$ cat config.mk
export PLATFORM = sky130hd
export DESIGN_NAME = hex_scan_ctrl
export DESIGN_NICKNAME = d
export VERILOG_FILES = /design/src/rtl/hex_scan_ctrl.sv
export SDC_FILE = /design/constraint.sdc
export NUM_CORES = 1
export LEC_CHECK = 0
export ABC_CLOCK_PERIOD_IN_PS = 4000
export BUFFER_PORTS_ARGS = -buffer_cell sky130_fd_sc_hd__buf_2
export CAP_MARGIN = 20
export CORE_AREA = 8 8 143 92
export CTS_BUF_LIST = sky130_fd_sc_hd__clkbuf_16
export CTS_CLUSTER_SIZE = 40
export DETAILED_ROUTE_END_ITERATION = 8
export DIE_AREA = 0 0 151 100
export GPL_TIMING_DRIVEN = 0
export PLACE_DENSITY_LB_ADDON = 0.1
export SYNTH_ARGS = -nofsm -noshare
export SYNTH_HDL_FRONTEND = slang
export SYNTH_SLANG_ARGS = --single-unit
$ cat constraint.sdc
create_clock -name CLOCK_50 -period 4 [get_ports CLOCK_50]
set_input_delay 0.8 -clock CLOCK_50 [delete_from_list [all_inputs] [get_ports CLOCK_50]]
set_output_delay 0.8 -clock CLOCK_50 [all_outputs]
set_load 0.02 [all_outputs]
$ cat src/rtl/hex_scan_ctrl.sv
// Eight-digit active-low 7-segment controller: a loaded 32-bit value is scanned
// one nibble per cycle through a single shared decoder into per-digit registers.
module hex_scan_ctrl #(
    parameter int BLANK_LZ  = 1,
    parameter int BLINK_DIV = 25000000,
    parameter int CNT_W     = 25
) (
    input  logic        CLOCK_50,
    input  logic        RESET_N,
    input  logic [31:0] DATA,
    input  logic        LOAD,
    output logic        BUSY,
    output logic        DONE,
    output logic        DROP,
    input  logic        BLINK_EN,
    input  logic [7:0]  DIGIT_MASK,
    output logic [6:0]  HEX0,
    output logic [6:0]  HEX1,
    output logic [6:0]  HEX2,
    output logic [6:0]  HEX3,
    output logic [6:0]  HEX4,
    output logic [6:0]  HEX5,
    output logic [6:0]  HEX6,
    output logic [6:0]  HEX7,
    output logic        DBG_SCAN
);

    // Handshake: LOAD is sampled on every rising edge. It is accepted only in IDLE;
    // a LOAD seen while scanning is discarded and answered with a one-cycle DROP.
    // BUSY covers the whole scan, and DONE pulses in the first IDLE cycle after it.
    typedef enum logic {IDLE = 1'b0, SCAN = 1'b1} state_t;

    state_t             state;
    logic [2:0]         idx;
    logic [31:0]        shadow;
    logic               nz;
    logic [6:0]         digit [8];
    logic [CNT_W-1:0]   cnt;
    logic               blank_ph;
    logic [3:0]         nib;
    logic [6:0]         seg;
    logic [6:0]         wr_val;
    logic               lz_blank;
    logic               hide;

    assign nib = shadow[{idx, 2'b00} +: 4];

    always_comb begin
        seg = 7'h7F;
        case (nib)
            4'h0: seg = 7'h40;
            4'h1: seg = 7'h79;
            4'h2: seg = 7'h24;
            4'h3: seg = 7'h30;
            4'h4: seg = 7'h19;
            4'h5: seg = 7'h12;
            4'h6: seg = 7'h02;
            4'h7: seg = 7'h78;
            4'h8: seg = 7'h00;
            4'h9: seg = 7'h10;
            4'hA: seg = 7'h08;
            4'hB: seg = 7'h03;
            4'hC: seg = 7'h46;
            4'hD: seg = 7'h21;
            4'hE: seg = 7'h06;
            4'hF: seg = 7'h0E;
            default: seg = 7'h7F;
        endcase
    end

    // HEX0 is never blanked so an all-zero value still reads "0".
    assign lz_blank = (BLANK_LZ != 0) && !nz && (nib == 4'h0) && (idx != 3'd0);
    assign wr_val   = lz_blank ? 7'h7F : seg;

    always_ff @(posedge CLOCK_50 or negedge RESET_N) begin
        if (!RESET_N) begin
            state  <= IDLE;
            idx    <= 3'd7;
            shadow <= 32'h0;
            nz     <= 1'b0;
            BUSY   <= 1'b0;
            DONE   <= 1'b0;
            DROP   <= 1'b0;
            for (int k = 0; k < 8; k++) digit[k] <= 7'h7F;
        end else begin
            DONE <= 1'b0;
            DROP <= 1'b0;
            case (state)
                IDLE: begin
                    if (LOAD) begin
                        shadow <= DATA;
                        nz     <= 1'b0;
                        idx    <= 3'd7;
                        BUSY   <= 1'b1;
                        state  <= SCAN;
                    end
                end
                SCAN: begin
                    if (LOAD) DROP <= 1'b1;
                    digit[idx] <= wr_val;
                    if (nib != 4'h0) nz <= 1'b1;
                    if (idx == 3'd0) begin
                        BUSY  <= 1'b0;
                        DONE  <= 1'b1;
                        state <= IDLE;
                    end else begin
                        idx <= idx - 3'd1;
                    end
                end
                default: state <= IDLE;
            endcase
        end
    end

    always_ff @(posedge CLOCK_50 or negedge RESET_N) begin
        if (!RESET_N) begin
            cnt      <= '0;
            blank_ph <= 1'b0;
        end else if (!BLINK_EN) begin
            cnt      <= '0;
            blank_ph <= 1'b0;
        end else if (cnt == CNT_W'(BLINK_DIV - 1)) begin
            cnt      <= '0;
            blank_ph <= ~blank_ph;
        end else begin
            cnt <= cnt + 1'b1;
        end
    end

    // Gating the phase with BLINK_EN lets a disable take effect in the same cycle.
    assign hide     = BLINK_EN & blank_ph;
    assign DBG_SCAN = (state == SCAN);

    assign HEX0 = (DIGIT_MASK[0] | hide) ? 7'h7F : digit[0];
    assign HEX1 = (DIGIT_MASK[1] | hide) ? 7'h7F : digit[1];
    assign HEX2 = (DIGIT_MASK[2] | hide) ? 7'h7F : digit[2];
    assign HEX3 = (DIGIT_MASK[3] | hide) ? 7'h7F : digit[3];
    assign HEX4 = (DIGIT_MASK[4] | hide) ? 7'h7F : digit[4];
    assign HEX5 = (DIGIT_MASK[5] | hide) ? 7'h7F : digit[5];
    assign HEX6 = (DIGIT_MASK[6] | hide) ? 7'h7F : digit[6];
    assign HEX7 = (DIGIT_MASK[7] | hide) ? 7'h7F : digit[7];

endmodule

* Yosys cells after proc, flatten, opt, wreduce, memory -nomap -nowiden *
Memories as Yosys holds them, arrays and structs flattened.
Index checks and enable logic that the tools add are counted.

word-level totals
  register bits = 122
  ROM bits = 112
  input port bits = 44
  output and inout bits = 60
  logic and storage cells = 84
  memories = 1

operators by class
  add/subtract/negate cells = 2
  $lt $le $gt $ge = 2
  equal/unequal tests = 6
  shift-type cells = 1
  muxes and demuxes = 31
  bitwise logic cells = 12
  reduce and logical (&&, ||, !) cells = 12

memory list
  memory           words  bits a word  rd ports  clocked after memory_dff  write ports  line  text
  (no name shown)  16     7            1         0                         0            50    case (nib)

operator list
  operator               number
  $mux 7                 10
  $bwmux 56              1
  $mux 25                2
  $shiftx 32x6->4        1
  $add 25x1->25 const B  1
  $eq 25x25->1 const B   1
  $demux 7 s3            1
  $mux 1                 11
  $or 1x1->1             8
  $reduce_and 2->1       4
  $mux 3                 2
  $ne 2x1->1 const B     3
  $pmux 1 s2             3
  $pmux 3 s2             1
  $ge 4x4->1 const B     1
  $logic_not 4->1        1
  $lt 4x1->1 const B     1
  $ne 2x2->1 const B     2
  $not 3->4              1
  $reduce_bool 4->1      1
  $logic_and 1x1->1      3
  $logic_not 3->1        1
  $reduce_bool 3->1      1
  $sub 3x1->3 const B    1
  other kinds (3)        4

* Logic depth before layout (Yosys ltp) *
Gate-level depths: netlist (run 1).

  word-level depth = 6
  mapped depth = 10
  depth with buffers taken out = 9

* Worst setup path before layout (run 1) *
Ideal clock, no wire load.

  path kind = reg2reg
  start = register idx[1]
  end = register digit[21] in the netlist's numbering
  setup time = 0.079 ns
  data arrival time = 2.706 ns
  data required time = 3.921 ns
  setup slack = 1.216 ns
  cell stages (with the launch flop) = 10
  buffers on the path = 1
  clock period less this slack = 2.784 ns
  path through = dfstp_2 -> buf_2 -> mux4_2 -> mux2_2 -> inv_1 -> ha_1 -> nor2b_1 -> a21oi_1 -> mux4_2 -> o21ai_0

between the ends
  cells in the longest elaborated chain, start to end = 6
  elaborated cells between the ends (all ways) = 14
  those cells by class = order compare (2); shift (1); mux (4); bitwise (1); reduce/logical (5); memory (1)

RTL lines
  item                                                  line  text
  start, declared                                       34    logic [2:0] idx;
  start signal, assigned                                107   idx <= idx - 3'd1;
  branches (longest 5 deep; another with $mem_v2 16x7)  -
  $bwmux 56 *                                           100   digit[idx] <= wr_val;
  end signal, assigned by index                         100
  end, declared                                         37    logic [6:0] digit [8];

Every way passes the cells marked *.
A chain may end at the register's enable or synchronous reset.

* Worst setup path in the final report (run 1) *
  start = register idx[0]
  end = register digit[39] in the netlist's numbering

The elaborated chain is that of the path after synthesis.

==> results by stage, run 1 <==
Run status:
- The run finished with clean final reports.

Worst setup path:
- The most prevalent standard cell on the critical path is inv_1.
- At the worst endpoint, the arrival time is 3.74 ns.
- The cell type group with the largest total delay on the critical path is compound AO/OA/AOI/OAI gates.
- The required time at the worst-slack endpoint is 4.27 ns.
- The critical-path maximum fanout is 10.
- The slowest stage of the critical path belongs to the cell a31oi_1.
- Traced cell by cell, the critical path runs through buf_6 > mux4_1 > mux2i_4 > inv_1 > ha_1 > inv_1 > nor3_1 > a31oi_1 > o21ai_0.
- The largest stage delay on the critical path is 0.84 ns.
- Counting both buffers and inverters, the worst setup path holds a total of 3.
- The type of the setup path with the least slack is reg2reg.
- The critical path endpoint category is a register.
- The critical path startpoint category is a register.

Synth:
- The share of synthesized area occupied by flip-flops and latches is 53.2%.
- Of the total synthesized cell area, the portion taken by full adders, half adders and majority gates is 1.91%.
- For this run, the number of Yosys warnings is 0.
- The proportion of synthesized flip-flops having asynchronous set or reset is 100%.
- The largest area contributor in the netlist is dfrtp_1.
- The combinational family with the most area after synthesis is simple AND/OR/NAND/NOR gates.
- In the post-synthesis netlist, the biggest area contributors are dfrtp_1 (27%), dfstp_2 (26%), mux2_2 (6.7%).
- The number of enable-type register cells in the synthesized netlist is 0.
- The cell area that synthesis handed to floorplanning was 5880 µm².
- The number of nets in the synthesized netlist is 588.
- Summed over its instances, the top area cell type makes up 26.8% of the synthesized netlist area.
- Summing the areas of all compound-gate instances in the mapped netlist gives 6.98% of the synthesized area.
- The proportion of synthesized area in mux cells is 12.9%.
- After synthesis, the mean cell area works out to 11.0 µm².
- Synthesis produced 535 cells.
- Of the total synthesized cell area, the portion taken by AND, OR, NAND and NOR gates is 18.7%.
- Synthesis inferred 122 register bits.
- The main flop type after synthesis is dfrtp_1.
- After synthesis, the netlist uses 43 different library cells.
- After Yosys synthesis, XOR and XNOR cells account for 3.72% of the synthesized area.

Place:
- The count of buffers from port buffering is 103.
- After detailed placement, the total cell area comes to 6610 µm².
- Routability-driven placement finished with a final weighted congestion of 0.852.
- Summed over all nets, the half-perimeter wirelength after detailed placement is 10,000 µm.
- The number of placed instances, taps included, is 783.

Timing:
- The summed negative setup slack over all endpoints is 0 ns.
- The worst-case clock skew is 0.00650 ns.
- The worst-case hold slack is 0.300 ns.
- The number of endpoints with negative hold slack in the final report is 0.
- The measured slew at the worst slew-check pin is 1.13 ns.
- Headroom to the max-slew limit came out at 24.4%.
- The final clock period utilization by the worst path is 86.7%.
- Setup repair after global routing left no endpoint under its margin.
- The maximum operating frequency is 0.288 GHz.
- The total setup violations reported at the end of the flow is 0.
- The number of slew-limit violations in the final report is 0.
- The smallest clock period supported by the final layout is computed as 3.47 ns.

Flow run:
- Across the run, the number of max-cap violations was 0.

Floorplan:
- 104 I/O pins were placed.
- The initial utilization of the core area, before any placement, comes to 53.7%.
- The core box area is 11,000 µm².
- In this run the vertical extent of the chip is 100 µm.
- The chip width is 151 µm.
- The die outline area is 15,100 µm².
- After floorplanning, the core was divided into 30 placement rows.

Clocking:
- The clock net in this run drives a total of 122 sinks.
- TritonCTS built the clock tree.
- The clock root buffer is clkbuf_16.
- The number of buffers created by CTS is 17.
- After clock tree synthesis, the flow added hold-fix buffers numbering 0.
- The H-tree depth is 4.
- After clock tree synthesis, the setup repair step added 0 buffers.
- The maximum root-to-sink buffer count is 2.
- The source-to-sink clock delay at the later pin of the worst-skew pair is 0.41 ns.
- The total of cells resized after clock tree synthesis is 0.
- Clock-pin slew was measured on the worst setup and hold paths at 0.05 ns.

GRT:
- The largest net degree at the start of global routing is 82.
- The initial antenna violation count is 0.
- Global routing used 19.8% of the available tracks.
- The global-route wire length before repair is 23,500 µm.
- The residual overflow from global routing is 0.
- The number of global-route vias before repair came to 4,543.

Routing:
- The final route contains 4,436 vias.
- The pre-antenna-repair detailed-routing pass consisted of 5 iterations.
- After detailed routing, the number of remaining DRC violations is 0.
- After detailed routing, the average wire length per cell comes to 17.2 µm.
- The first routing iteration left 219 violations.
- The routed design has 14,000 µm of wire.
- Dividing the detail-routed via count by the number of cells gives 5.44.
- The detail route stage leaves a number of antenna-violating nets equal to 0.

Power and ir drop:
- The portion of total power attributed to the clock network is 25.2%.
- Net switching is 39.0% of the power.
- The power density normalized to cell area is 909 nW/µm².
- The combinational fraction of design power is 43.9%.
- The leakage power figure is 0.00319 µW.
- The worst ir drop on vdd is 554 µV.
- Summed over all nets, the switching power comes to 2570 µW.
- The internal power is 4030 µW.
- Sequential cells account for 30.9% of the total power.

Layout:
- The antenna diode instance count is 0.
- Cells fill 66.3% of the core in the end.
- The number of cells in the finished layout apart from fillers is 815.
- From synthesis to final layout, the design area changed by 23.6%.
- The finished cells cover 7270 µm².
- Leaving out fill and tap cells, the most frequent cell in the layout is buf_2.
- In the final design database the tool counted 711 nets.
- Leaving out fill and tap cells, the most frequent cells in the layout are buf_2 (107), nand2_1 (76), dfrtp_1 (63).
- Cells with a size suffix above 1 make up 38.2% of the layout.

Hold path:
- The class of the tightest hold or removal check is in2async.
-- through the flow --
| step | power [µW] | setup WS [ns] |
|---|---|---|
| floorplan | 4040 | 1.22 |
| global placement | 4850 | 0.607 |
| detailed placement | 4950 | 0.582 |
| CTS | 6630 | 0.543 |
| global route | 7020 | 0.355 |
| finish | 6610 | 0.532 |
-- layer usage --
metal / global-route usage (%) / part of all wire [%] / wire length [µm]
met1: 28.2 / 47 / 6630
met3: 5.39 / 7.5 / 1050
met4: 5.98 / 1.0 / 141
met2: 28.8 / 44 / 6170
met5: 0 / 0 / 0
-- power by group through the flow --
| stage | logic [µW] | registers, µW | clock network, µW |
|---|---|---|---|
| 6_report | 2900 | 2040 | 1660 |
| 5_1_grt | 3180 | 2090 | 1750 |
| 4_1_cts | 2900 | 2040 | 1690 |
| 3_5_place_dp | 2890 | 2050 | 0 |
| 3_3_place_gp | 2820 | 2030 | 0 |
| 2_1_floorplan | 2050 | 1980 | 0 |
-- state kept, by name, summed over array words and instances, names as in the netlist --
| name | cells |
|---|---|
| DONE | 1 |
| digit | 56 |
| cnt | 25 |
| nz | 1 |
| DBG_SCAN | 1 |
| idx | 3 |
| BUSY | 1 |
| shadow | 32 |
| blank_ph | 1 |
| DROP | 1 |
-- cell families after synthesis --
group / after synthesis
muxes: 53
xor gates and xnor gates: 25
and+or+nand+nor: 220
AOI/OAI and AO/OA: 69
DFF: 122
buffers and inverters: 37
adders and majority gates: 9
-- layout make-up --
class | count | area, µm²
Sequential cell | 122 | 3130
Clock buffer | 21 | 526
Clock inverter | 11 | 134
Tap cell | 144 | 180
Inverter | 11 | 41.3
Fill cell | 890 | 3690
Timing Repair Buffer | 104 | 549
Multi-Input combinational cell | 376 | 2600
Buffer | 26 | 111
-- synthesized netlist by cell type, drive strengths merged, types with 2 or more instances --
| cell | instances |
|---|---|
| nor2 | 34 |
| mux4 | 9 |
| a21oi | 3 |
| nor2b | 4 |
| dfrtp | 63 |
| or3 | 56 |
| buf | 7 |
| and3 | 3 |
| nor4 | 3 |
| nand2 | 76 |
| xnor2 | 14 |
| nand2b | 2 |
| xor2 | 11 |
| nand3 | 13 |
| clkbuf | 19 |
| dfstp | 59 |
| ha | 9 |
| nand4 | 6 |
| mux2i | 8 |
| mux2 | 36 |
| o21ai | 60 |
| nor3 | 7 |
| and2 | 6 |
| and4 | 5 |
| inv | 10 |
-- final timing paths --
| path | from | to | slack, ns | depth (start not counted) |
|---|---|---|---|---|
| worst min-delay path | RESET_N | shadow[28] | 0.30 | 1 |
| worst max-delay path | idx[0] | digit[39] | 0.53 | 9 |
| worst min register to register | cnt[0] | cnt[0] | 0.46 | 1 |
| max in group asynchronous | RESET_N | digit[41] | 2.95 | 2 |
| min in group CLOCK_50 | cnt[0] | cnt[0] | 0.46 | 1 |
| worst max register to register | idx[0] | digit[39] | 0.53 | 9 |
(Power assumes the default switching activity.)
==> inputs of run 2 (changes only) <==
Settings changed: CTS_BUF_LIST sky130_fd_sc_hd__clkbuf_16 to sky130_fd_sc_hd__clkbuf_8.
==> run 2 against run 1 <==
- highest routed layer unchanged
- sequential cell count did not move
- largest power group unchanged
- register-to-register slack got worse by 0.03 ns
- clock-buffer cell count fell by 3
- critical path type unchanged
- first-iteration DRC count fell by 4.6%
==> results by stage, run 2 (synthesis results as in run 1) <==
Run status:
- The run finished with clean final reports.

Clocking:
- The total of cells resized after clock tree synthesis was 0 (unchanged).
- The number of buffers created by CTS is 17 (unchanged).
- The clock root buffer is clkbuf_8.
- The register clock-pin slew on the reported worst setup and hold paths was 0.07 ns (+0.02 ns).
- The maximum root-to-sink buffer count is 2 (unchanged).
- The H-tree depth is 4 (unchanged).
- The CTS sink count came to 122 (unchanged).
- The source-to-sink clock delay at the later pin of the worst-skew pair is 0.43 ns (+0.02 ns).
- The number of hold buffers added after CTS was 0 (unchanged).
- The CTS tree is done.
- The post-CTS setup repair buffer count is 0 (unchanged).

Worst setup path:
- The required time at the worst-slack endpoint was 4.29 ns (+0.02 ns).
- The signal on the critical path passes through buf_6 > mux4_1 > mux2i_4 > inv_1 > ha_1 > inv_1 > nor3_1 > a31oi_1 > o21ai_0.
- The slowest stage of the critical path belongs to the cell a31oi_1.
- The critical-path maximum fanout is 10 (unchanged).
- The worst setup path is launched from a register.
- The critical path is of the reg2reg type.
- The number of buffer and inverter instances along the worst setup path is 3 (unchanged).
- The critical path data arrival time came to 3.79 ns (+0.05 ns).
- The most numerous cell type found on the critical path is inv_1.
- The largest stage delay on the critical path is 0.85 ns (about the same).
- The worst setup path is captured at a register.
- Among cell families on the critical path, the largest total delay comes from compound AO/OA/AOI/OAI gates.

Floorplan:
- The chip width is 151 µm (unchanged).
- The die outline area is 15,100 µm² (unchanged).
- The floorplan row count was 30 (unchanged).
- The number of ports placed on the die boundary came to 104 (unchanged).
- The core box area is 11,000 µm² (unchanged).
- The initial core utilization was 53.7% (unchanged).
- The die boundary height is 100 µm (unchanged).

Timing:
- The number of slew-limit violations in the final report is 0 (unchanged).
- Setup repair after global routing left no endpoint under its margin.
- The total setup violations reported at the end of the flow is 0 (unchanged).
- The measured slew at the worst slew-check pin came to 1.16 ns (+0.0294 ns).
- The final critical path time including I/O delays and setup was 3.49 ns (+0.0263 ns).
- The number of endpoints with negative hold slack in the final report came to 0 (unchanged).
- The normalized max-slew margin is 22.4% (-2.0 points).
- The worst-case clock skew is 0.00943 ns (+0.00293 ns).
- The summed negative setup slack over all endpoints is 0 ns (unchanged).
- The maximum operating frequency is 0.286 GHz (-0.75%).
- The final clock period utilization by the worst path is 87.4% (+0.66 points).

Power and ir drop:
- The switching part of the total was 39.8% (+0.85 points).
- The sequential power share is 32.3% (+1.4 points).
- The internal power was 3790 µW (-6.1%).
- The total net switching power was 2510 µW (-2.7%).
- The overall power after layout is 6290 µW (-4.8%).
- The portion of total power attributed to the clock network is 21.8% (-3.4 points).
- The worst ir drop on vdd is 579 µV (+4.6%).
- The power density normalized to cell area is 885 nW/µm² (-2.6%).
- The leakage power figure came to 0.00312 µW (-2.3%).
- The combinational fraction of design power came to 45.8% (+1.9 points).

GRT:
- The global-route wire length before repair is 23,100 µm (-1.6%).
- The residual overflow from global routing is 0 (unchanged).
- The global router's overall resource usage came to 19.3% (-0.55 points).
- The largest net degree at the start of global routing is 82 (unchanged).
- The number of global-route vias before repair is 4,519 (-0.53%).
- The initial antenna violation count is 0 (unchanged).

Place:
- The post-DP HPWL is 10,000 µm (unchanged).
- The cell area reported after detailed placement is 6610 µm² (unchanged).
- The count of buffers from port buffering is 103 (unchanged).
- The weighted congestion at the end of routability-driven global placement is 0.852 (unchanged).
- The cell count after placement was 783 (unchanged).

Routing:
- The remaining routing DRC violations is 0 (unchanged).
- The count of vias placed by the detailed router came to 4,406 (-0.68%).
- The count of TritonRoute iterations in the first routing pass is 4 (-1).
- The starting DRC count in detailed routing came to 209 (-4.6%).
- The sum of routed wire length over all layers was 13,800 µm (-1.3%).
- The count of nets left with antenna violations after detail routing was 0 (unchanged).
- The via density per instance was 5.41 (-0.68%).
- The routed length per placed instance is 16.9 µm (-1.3%).

Layout:
- The number of cells in the finished layout apart from fillers is 815 (unchanged).
- The share of layout cells above drive strength 1 is 38.3% (+0.15 points).
- The count of fill cells added during filler insertion is 913 (+2.6%).
- The antenna diode instance count came to 0 (unchanged).
- The cell area after layout is 7110 µm² (-2.2%).
- The final-stage net count came to 711 (unchanged).
- The number of flip-flops in the largest register is 56 (unchanged).
- The synthesis-to-finish area growth is 20.9%.
- The library cell used most frequently in the layout, excluding fill and tap cells, is buf_2.
- In the final layout, the registers with the most flip-flops are digit (56), shadow (32), cnt (25).
- The final core utilization is 64.9% (-1.5 points).
- The library cells used most frequently in the layout, excluding fill and tap cells, are buf_2 (107), nand2_1 (76), dfrtp_1 (63).
- The most flop-heavy register is digit.

Hold path:
- The min-delay analysis places its worst path in the category in2async.

Flow run:
- The total of max-cap violations came to 0 (unchanged).
[run 2: cell count changes in the layout (fill, tap and decap cells not counted), sizes merged]
cell and delta:
bufinv +4, clkbuf -3, clkinv -1
[run 2: layer usage]
layer  global-route usage [%]  vias to the layer above  routed length, µm
met5                        0                        -                  0
met2                     28.6                      113               5980
met1                     27.6                     2154               6850
li1                         -                     2121                  -
met3                     4.45                       18                843
met4                     5.68                        0                137
[run 2: final timing paths]
path | start | to | slack [ns] | cells past startpoint
min | RESET_N | shadow[28] | 0.27 | 1
min reg2reg | digit[22] | digit[22] | 0.47 | 2
max reg2reg | idx[0] | digit[39] | 0.51 | 9
max | idx[0] | digit[39] | 0.51 | 9
min in group CLOCK_50 | digit[22] | digit[22] | 0.47 | 2
max in group asynchronous | RESET_N | digit[42] | 2.97 | 2
[run 2: power groups by stage]
stage               clock network (µW)  registers, µW  logic [µW]
floorplan                            0           1980        2050
global placement                     0           2030        2820
detailed placement                   0           2050        2890
CTS                               1400           2030        2900
global route                      1450           2090        3160
finish                            1370           2030        2880
[run 2: area by class of cell]
cell class,instances,area (µm²),share of cell area [%]
Clock buffer,18,248,3.49
Multi-Input combinational cell,376,2600,36.6
Sequential cell,122,3130,44.0
Clock inverter,14,250,3.52
Tap cell,144,180,2.53
Timing Repair Buffer,104,549,7.73
Inverter,11,41.3,0.581
Buffer,26,111,1.57
[run 2: through the flow]
step                      setup slack, ns  hold slack [ns]
after floorplan                      1.22            0.424
after global routing                0.386            0.283
final                               0.506            0.272
after global placement              0.607            0.441
after detailed placement            0.582            0.444
after CTS                           0.523            0.265
==> inputs of run 3 (changes only) <==
Settings changed: CAP_MARGIN 20 to unset, CORE_AREA 8 8 143 92 to 8 8 166 105, DIE_AREA 0 0 151 100 to 0 0 174 113, PLACE_DENSITY_LB_ADDON 0.1 to unset.
==> run 3 against run 2 <==
- clock-buffer cell count fell by 1
- maximum frequency fell by 0.17%
- final cell count rose by 7.2%
- worst setup slack got worse by 0.0058 ns
- routed wire length rose by 7.2%
- via count rose by 0.52%
- clock skew rose by 0.0091 ns
- combinational power barely moved
- final area fell by 1.1%
- sequential cell count did not move
- sequential power barely moved
- critical endpoint is now digit[4]
==> results by stage, run 3 (synthesis results as in run 1) <==
Floorplan:
- The die outline area is 19,700 µm² (+30%).
- The floorplan row count is 35 (+17%).
- The chip width is 174 µm (+15%).
- The die boundary height is 113 µm (+13%).
- The number of ports placed on the die boundary is 104 (unchanged).
- The initial core utilization came to 39.3% (-14 points).
- The core box area is 15,000 µm² (+37%).

Routing:
- The sum of routed wire length over all layers is 14,800 µm (+7.2%).
- The count of vias placed by the detailed router came to 4,429 (+0.52%).
- The via density per instance is 5.07 (-6.3%).
- The count of nets left with antenna violations after detail routing is 0 (unchanged).
- The starting DRC count in detailed routing is 317 (+52%).
- The remaining routing DRC violations is 0 (unchanged).
- The routed length per placed instance is 16.9 µm (about the same).
- The count of TritonRoute iterations in the first routing pass is 5 (+1).

Worst setup path:
- The worst-path cell with the longest stage delay is a31oi_1.
- The critical register-to-register path endpoint is digit[4].
- The critical path startpoint category is a register.
- The worst setup path is of the reg2reg kind.
- The number of buffer and inverter instances along the worst setup path came to 3 (unchanged).
- The required time at the worst-slack endpoint is 4.31 ns (+0.02 ns).
- The critical path data arrival time came to 3.81 ns (+0.02 ns).
- The signal on the critical path passes through buf_6 > mux4_1 > mux2i_4 > inv_1 > ha_1 > inv_1 > nor3_1 > a31oi_1 > o21ai_0.
- The critical-path maximum fanout is 10 (unchanged).
- The startpoint identified for the worst register-to-register timing path is idx[0].
- The register-to-register path setup slack was 0.50 ns (about the same).
- Among cell families on the critical path, the largest total delay comes from compound AO/OA/AOI/OAI gates.
- The largest stage delay on the critical path is 0.87 ns (+0.02 ns).
- The number of cell instances on the worst register-to-register path is 9 (unchanged).
- In this design, the critical path's most frequently occurring cell is inv_1.
- The critical path endpoint category is a register.

Timing:
- The number of slew-limit violations in the final report was 0 (unchanged).
- The measured slew at the worst slew-check pin is 1.18 ns (+0.0214 ns).
- The normalized max-slew margin came to 21.0% (-1.4 points).
- The final critical path time including I/O delays and setup is 3.50 ns (+0.00584 ns).
- The worst-case clock skew is 0.0185 ns (+0.00906 ns).
- The maximum operating frequency is 0.286 GHz (-0.17%).
- The final clock period utilization by the worst path is 87.5% (+0.15 points).
- The number of endpoints with negative hold slack in the final report is 0 (unchanged).
- The total setup violations reported at the end of the flow is 0 (unchanged).
- Setup repair after global routing left no endpoint under its margin.
- The summed negative setup slack over all endpoints is 0 ns (unchanged).

Power and ir drop:
- The leakage power figure is 0.00303 µW (-2.7%).
- The internal power is 3340 µW (-12%).
- The sequential power share is 34.2% (+1.9 points).
- The total net switching power is 2590 µW (+3.2%).
- The portion of total power attributed to the clock network came to 16.8% (-5.0 points).
- The combinational fraction of design power came to 49.0% (+3.2 points).
- The power density normalized to cell area is 843 nW/µm² (-4.8%).
- The worst ir drop on vdd was 452 µV (-22%).
- The switching part of the total came to 43.6% (+3.8 points).

Layout:
- The most common cell after layout, fill and taps aside is buf_2.
- The number of flip-flops in the largest register is 56 (unchanged).
- The share of layout cells above drive strength 1 is 38.5% (+0.15 points).
- The largest registers in the layout are digit (56), shadow (32), cnt (25).
- The final core utilization is 47.0% (-18 points).
- The synthesis-to-finish area growth is 19.6%.
- Ranked by flip-flop count, first place goes to digit.
- The final-stage net count is 711 (unchanged).
- The antenna diode instance count is 0 (unchanged).
- In the layout the commonest cells are buf_2 (107), nand2_1 (76), dfrtp_1 (63).

GRT:
- The global router's overall resource usage is 15.3% (-4.0 points).
- The largest net degree at the start of global routing came to 104 (+27%).
- The global-route wire length before repair is 24,100 µm (+4.1%).
- The number of global-route vias before repair was 4,576 (+1.3%).
- The initial antenna violation count was 0 (unchanged).
- The residual overflow from global routing is 0 (unchanged).

Place:
- The count of buffers from port buffering is 103 (unchanged).
- The post-DP HPWL was 11,000 µm (+9.7%).
- The weighted congestion at the end of routability-driven global placement came to 0.873 (+2.5%).

Hold path:
- The class of the tightest hold or removal check is in2async.

Clocking:
- The post-CTS setup repair buffer count is 0 (unchanged).
- The number of hold buffers added after CTS came to 0 (unchanged).
- The maximum root-to-sink buffer count is 2 (unchanged).
- The source-to-sink clock delay at the later pin of the worst-skew pair is 0.44 ns (about the same).
- TritonCTS built the clock tree.
- The number of buffers created by CTS is 17 (unchanged).
- The total of cells resized after clock tree synthesis was 0 (unchanged).
- The clock root buffer is clkbuf_8.
- The register clock-pin slew on the reported worst setup and hold paths was 0.08 ns (about the same).
- The CTS sink count came to 122 (unchanged).
- The H-tree depth was 4 (unchanged).

Run status:
- The flow ran to the end, and the final reports show no timing, DRC or antenna violations.

Flow run:
- The total of max-cap violations was 0 (unchanged).
-- run 3: area by class of cell --
class / count / area, µm²
buffer: 26 / 111
fill: 1448 / 7940
clock buffer: 17 / 234
multi-input combinational: 376 / 2600
sequential: 122 / 3130
inverter: 11 / 41.3
clock inverter: 15 / 115
timing repair buffer: 104 / 549
tap: 203 / 254
-- run 3: worst max-delay path by stage --
stage / from / endpoint / slack, ns / cells after the start
floorplan: idx[1] / digit[21] / 1.22 / 9
global placement: idx[0] / digit[25] / 0.62 / 9
detailed placement: idx[0] / digit[4] / 0.49 / 9
CTS: idx[0] / digit[4] / 0.50 / 9
global route: idx[0] / digit[18] / 0.33 / 9
finish: idx[0] / digit[4] / 0.50 / 9
-- run 3: metrics by stage --
| stage | worst slack, ns | area [µm²] | hold WS, ns | std cells | total power, µW |
|---|---|---|---|---|---|
| floorplan | 1.22 | 5880 | 0.424 | 535 | 4040 |
| global placement | 0.616 | 6650 | 0.458 | 841 | 4870 |
| detailed placement | 0.494 | 6680 | 0.464 | 842 | 4980 |
| CTS | 0.501 | 7030 | 0.184 | 874 | 5990 |
| global route | 0.335 | 7030 | 0.171 | 874 | 6330 |
| finish | 0.500 | 7030 | 0.195 | 874 | 5930 |
-- run 3: routing by layer --
metal / share of wire, % / routed length (µm) / global-route usage (%)
met1: 51 / 7510 / 21.9
met2: 43 / 6430 / 22.3
met3: 5.4 / 797 / 4.89
met4: 0.40 / 59 / 3.29
met5: 0 / 0 / 0
-- run 3: worst register-to-register path, cell delays in order, from the launching register on --
cell,delay [ns]
dfstp_2,0.60
buf_6,0.18
mux4_1,0.61
mux2i_4,0.29
inv_1,0.12
ha_1,0.26
inv_1,0.13
nor3_1,0.07
a31oi_1,0.87
o21ai_0,0.26
-- run 3: power by group through the flow --
| stage | Clock (µW) | Combinational [µW] | Sequential, µW |
|---|---|---|---|
| floorplan | 0 | 2050 | 1980 |
| global placement | 0 | 2840 | 2040 |
| detailed placement | 0 | 2930 | 2050 |
| CTS | 1020 | 2940 | 2030 |
| global route | 1080 | 3170 | 2080 |
| finish | 995 | 2910 | 2030 |
